**config.mk**
```make
export PLATFORM = sky130hd
export DESIGN_NAME = mat_vec_mul_ctrl
export DESIGN_NICKNAME = d
export VERILOG_FILES = /design/src/rtl/mat_vec_mul_ctrl.sv
export SDC_FILE = /design/constraint.sdc
export NUM_CORES = 1
export LEC_CHECK = 0
export BUFFER_PORTS_ARGS = -buffer_cell sky130_fd_sc_hd__clkbuf_2
export CAP_MARGIN = 40
export CELL_PAD_IN_SITES_DETAIL_PLACEMENT = 0
export CELL_PAD_IN_SITES_GLOBAL_PLACEMENT = 1
export CORE_MARGIN = 1.5
export CORE_UTILIZATION = 39
export DETAILED_ROUTE_END_ITERATION = 6
export GPL_TIMING_DRIVEN = 0
export PLACE_DENSITY = 0.83
export SLEW_MARGIN = 20
export SYNTH_ARGS = -nofsm -noshare
export SYNTH_HDL_FRONTEND = slang
export SYNTH_SLANG_ARGS = --single-unit
```
**constraint.sdc**
```tcl
create_clock -name clk -period 2.5 [get_ports clk]
set_input_delay 0.125 -clock clk [delete_from_list [all_inputs] [get_ports clk]]
set_output_delay 0.125 -clock clk [all_outputs]
set_load 0.1 [all_outputs]
```
**src/rtl/mat_vec_mul_ctrl.sv**
```systemverilog
// Sequencer for a Saber matrix-vector product b = A*s or A^T*s on the shared
// polynomial multiplier/accumulator: clear, L MAC passes, stream one result row.
//
// state | meaning
// ------+--------------------------------------------------------------
// IDLE  | waiting for start; multiplier and accumulator held cleared
// CLEAR | one cycle, accumulator cleared for the new output row
// LOAD  | one cycle, selects for (row, col) settle before the pass runs
// MUL   | multiplier running until pol_mul_done
// WRITE | stream 2^WORD_W accumulator words to result memory {row, word}
// DONE  | one-cycle completion pulse
module mat_vec_mul_ctrl #(
    parameter int L      = 3,
    parameter int WORD_W = 6
) (
    input  logic              clk,
    input  logic              rst_n,
    input  logic              start,
    input  logic              transpose,
    input  logic              abort,
    output logic              busy,
    output logic              done,
    output logic              rst_pol_mul,
    output logic              pol_acc_clear,
    output logic [1:0]        pol_base_sel,
    output logic [3:0]        mat_sel,
    input  logic              pol_mul_done,
    output logic              result_read,
    output logic              res_wen,
    output logic [WORD_W+1:0] res_addr
);

    localparam logic [1:0]        LAST_IDX  = 2'(L - 1);
    localparam logic [3:0]        RANK      = 4'(L);
    localparam logic [WORD_W-1:0] LAST_WORD = '1;

    typedef enum logic [2:0] {
        IDLE,
        CLEAR,
        LOAD,
        MUL,
        WRITE,
        DONE
    } state_t;

    state_t            state, state_nxt;
    logic [1:0]        row, row_nxt;
    logic [1:0]        col, col_nxt;
    logic [WORD_W-1:0] word, word_nxt;
    logic              t_reg, t_nxt;
    logic [3:0]        elem_idx;

    always_ff @(posedge clk or negedge rst_n) begin
        if (!rst_n) begin
            state <= IDLE;
            row   <= '0;
            col   <= '0;
            word  <= '0;
            t_reg <= 1'b0;
        end else begin
            state <= state_nxt;
            row   <= row_nxt;
            col   <= col_nxt;
            word  <= word_nxt;
            t_reg <= t_nxt;
        end
    end

    always_comb begin
        state_nxt = state;
        row_nxt   = row;
        col_nxt   = col;
        word_nxt  = word;
        t_nxt     = t_reg;
        case (state)
            IDLE: begin
                if (start && !abort) begin
                    t_nxt     = transpose;
                    row_nxt   = '0;
                    col_nxt   = '0;
                    word_nxt  = '0;
                    state_nxt = CLEAR;
                end
            end
            CLEAR: state_nxt = LOAD;
            LOAD:  state_nxt = MUL;
            MUL: begin
                if (pol_mul_done) begin
                    if (col == LAST_IDX) begin
                        state_nxt = WRITE;
                    end else begin
                        col_nxt   = col + 2'd1;
                        state_nxt = LOAD;
                    end
                end
            end
            WRITE: begin
                // word wraps to zero naturally after the last address of the row
                word_nxt = word + WORD_W'(1);
                if (word == LAST_WORD) begin
                    if (row == LAST_IDX) begin
                        state_nxt = DONE;
                    end else begin
                        row_nxt   = row + 2'd1;
                        col_nxt   = '0;
                        state_nxt = CLEAR;
                    end
                end
            end
            DONE:    state_nxt = IDLE;
            default: state_nxt = IDLE;
        endcase
        // abort outranks every pass and row transition; the current WRITE still lands
        if (abort && (state != IDLE)) begin
            state_nxt = IDLE;
        end
    end

    assign elem_idx = t_reg ? (({2'b00, col} * RANK) + {2'b00, row})
                            : (({2'b00, row} * RANK) + {2'b00, col});

    always_comb begin
        busy          = 1'b1;
        done          = 1'b0;
        rst_pol_mul   = 1'b1;
        pol_acc_clear = 1'b0;
        pol_base_sel  = '0;
        mat_sel       = '0;
        result_read   = 1'b0;
        res_wen       = 1'b0;
        res_addr      = '0;
        case (state)
            IDLE: begin
                busy          = 1'b0;
                pol_acc_clear = 1'b1;
            end
            CLEAR: begin
                pol_acc_clear = 1'b1;
                pol_base_sel  = col;
                mat_sel       = elem_idx;
            end
            LOAD: begin
                pol_base_sel = col;
                mat_sel      = elem_idx;
            end
            MUL: begin
                rst_pol_mul  = 1'b0;
                pol_base_sel = col;
                mat_sel      = elem_idx;
            end
            WRITE: begin
                pol_base_sel = col;
                mat_sel      = elem_idx;
                result_read  = 1'b1;
                res_wen      = 1'b1;
                res_addr     = {row, word};
            end
            DONE: begin
                done          = 1'b1;
                pol_acc_clear = 1'b1;
            end
            default: begin
                busy          = 1'b0;
                pol_acc_clear = 1'b1;
            end
        endcase
    end

endmodule

```
==> run_results.csv <==
group,metric,value,unit
power_and_ir_drop,p_clk_share,12.3,%
route,dr.pass1.iters,4,
global_routing,antenna_found_initial,0,
route,wl,2.38,mm
cells_and_area,diodes,0,
synth,ys_types,39,
global_routing,grt_max_degree,15,
min_path,holdPathEnd,"t_reg",
setup_path,reg2regPathDepth,5,
floorplanning,start_util,42.5,%
setup_path,endpoint_kind,"output pin",
route,drcViolationCount,0,
cells_and_area,fin_util,53.7,%
sta,layout_setup_ws,-0.0196,ns
synth,ys_seq_elements,14,
global_routing,grt_pass1_vias,928,
run_status,failed_checks,"negative setup slack",
floorplanning,fp.dieH,55.9,um
cts,clockBufferDepth,2,
power_and_ir_drop,power_density,770,nW/um^2
run_status,outcome,"complete, but fails checks",
sta,max_slew.worst_pin.slew,0.546,ns
cts,cts.htree.levels,1,
global_routing,grt_use_total,17.1,%
sta,fmax,397,MHz
place,port_buffers,25,
setup_path,r2r_slack,0.68,ns
sta,slew_headroom,63.8,%
min_path,hp-class,"in2reg",
cells_and_area,largest_reg_flops,6,
cts,cts_buffers,3,
floorplanning,core-area,2570,sq um
floorplanning,core.rowCount,18,
power_and_ir_drop,peakVddDrop,0.000622,V
sta,setup_viol,1,
setup_path,worstReg2RegStart,"state[1]",
synth,syn_inst,116,
synth,syn_avg_cell_area,9.41,sq um
setup_path,reg2reg_to,"row[1]",
power_and_ir_drop,internal_power,492,uW
route,vias,942,
cells_and_area,layout-drive-gt1-share,37.3,%
power_and_ir_drop,power_frac_comb,59.4,%
synth,synth_warnings,0,
cells_and_area,finalNetCount,168,
power_and_ir_drop,p_sw,570,uW
cells_and_area,final_cell_area,1380,sq um
floorplanning,die_width,55.9,um
setup_path,required,2.38,ns
setup_path,crit_fanout,4,
route,antenna_left,0,
cts,clock-root-buffer,"clkbuf_4",
floorplanning,io_pins,26,
place,gp_congestion,0.844,
sta,hold_violations,0,
synth,synth-main-ff-cell,"dfrtp_1",
sta,period_minus_slack,2.52,ns
synth,synth_area,1090,sq um
synth,synth_edf_count,0,
cells_and_area,syn2layout_area_growth,26.4,%
route,via_per_inst,5.23,
cells_and_area,reg_top3,"word: 6 flops, state: 3 flops",
synth,async_flop_share,100,%
place,placed_area,1260,sq um
setup_path,setup.worst_path.class,"reg2out",
route,first_iter_violations,28,
flow_run,maxCapViolations,0,
floorplanning,dieArea,3120,sq um
synth,ys_seq_area_share,32.1,%
setup_path,crit_path_start_kind,"flip-flop",
min_path,worstHoldStart,"transpose",
min_path,hold_depth,2,
power_and_ir_drop,leakagePower,0.000700,uW
sta,fin_worst_skew,0.00356,ns
cts,cts_sinks,14,
sta,min_period_over_period,101,%
route,wire_per_inst,13.2,um
power_and_ir_drop,switching_share,53.7,%
power_and_ir_drop,power_frac_seq,28.2,%
synth,syn_nets,132,
global_routing,grt_first_pass_wirelength,4.29,mm
place,dp_hpwl,1.81,mm
cts,clock_latency,0.28,ns
place,place_ws,-0.0534,ns
cells_and_area,largest_register,"word",
cts,cts.clk_slew.worst_paths,0.09,ns
sta,slew_viol_final,0,
global_routing,gr-total-overflow,0,
sta,rsz0062_at_grt,"true",
cts,cts_tree,"built",
setup_path,arrival,2.39,ns
power groups by stage:
stage | sequential (uW) | combinational (uW) | clock, uW
2_1_floorplan | 294 | 512 | 0
3_3_place_gp | 300 | 593 | 0
3_5_place_dp | 304 | 603 | 0
4_1_cts | 299 | 630 | 140
5_1_grt | 306 | 678 | 152
6_report | 299 | 631 | 131
synth_stat cells (2+ instances only):
master,count,share of area [%]
a21oi_1,3,1.4
and2_1,6,3.4
and3_1,3,1.7
and3b_1,2,1.6
buf_2,2,0.92
buf_4,3,2.1
dfrtp_1,14,32
fa_1,4,7.3
ha_1,6,6.9
inv_1,8,2.8
mux2i_1,5,4.6
nand2_1,3,1.0
nand3b_1,2,1.4
nand4_1,2,1.1
nor2_1,18,6.2
nor2b_1,2,1.1
nor3_1,2,0.92
o2111ai_1,2,1.6
o211ai_1,2,1.4
o21ai_0,5,2.3
o22ai_1,2,1.1
xor2_1,3,2.4
cell families (layout without fill, tap and decap cells):
group / count (synthesis) / in the layout / synth area share (%)
muxes: 7 / 7 / 7.00
buffers and inverters: 16 / 50 / 7.91
DFF: 14 / 14 / 32.1
and+or+nand+nor: 43 / 43 / 20.5
xor gates and xnor gates: 4 / 4 / 3.21
AOI/OAI and AO/OA: 22 / 22 / 15.0
adders and majority gates: 10 / 10 / 14.2
timing repair:
item	in CTS	in global routing
pin swaps	3	3
setup endpoints to repair	2	6
hold endpoints to repair	14	0
buffers inserted	5	0
hold buffers	1	0
resized for setup	11	3
final cells by class:
type                       instances  area (sq um)
buffer                             7          47.5
clock buffer                       3          22.5
fill                             243          1190
inverter                           9          38.8
multi-input combinational         86           672
sequential                        14           353
tap                               30          37.5
timing repair buffer              31           208
layout by cell type, fill, tap and decap left out, types with 4 or more instances in the layout:
cell type and count:
clkbuf_2 23, mux2i_1 5, ha_1 5, and2_1 6
nor2_1 15, fa_1 4, inv_1 5, dfrtp_1 12
buf_4 8, o21ai_0 5
how the worst max path moves through the flow:
stage            from          to  slack, ns  cells after the start
6_report       col[1]  mat_sel[2]      -0.02                      8
5_1_grt        col[1]  mat_sel[2]      -0.13                      8
4_1_cts        col[1]  mat_sel[2]      -0.07                      8
2_1_floorplan  row[1]  mat_sel[2]      -0.20                      7
3_5_place_dp   row[1]  mat_sel[2]      -0.05                      8
3_3_place_gp   row[1]  mat_sel[2]     -0.002                      8
routing by layer:
metal,vias up,wire [um],GRT usage (%)
li1,474,-,-
met1,444,1090,22.4
met2,22,1160,27.6
met3,2,121,5.12
met4,0,12,4.76
met5,-,0,0
metrics by stage:
| step | hold slack, ns | total power [uW] | setup TNS, ns | instances |
|---|---|---|---|---|
| floorplan | -0.171 | 806 | -0.196 | 116 |
| global route | 0.0670 | 1140 | -0.131 | 180 |
| CTS | 0.0655 | 1070 | -0.0729 | 180 |
| detailed placement | 0.0590 | 908 | -0.0534 | 171 |
| finish | 0.0735 | 1060 | -0.0196 | 180 |
| global placement | 0.0602 | 894 | -0.00199 | 171 |
critical path, stage by stage (launching register included):
cell	delay, ns
dfrtp_2	0.42
inv_2	0.06
fa_1	0.50
inv_1	0.04
ha_2	0.18
fa_1	0.49
mux2i_1	0.08
nor2_2	0.12
clkbuf_16	0.21
Power figures use the tool's default switching activity.
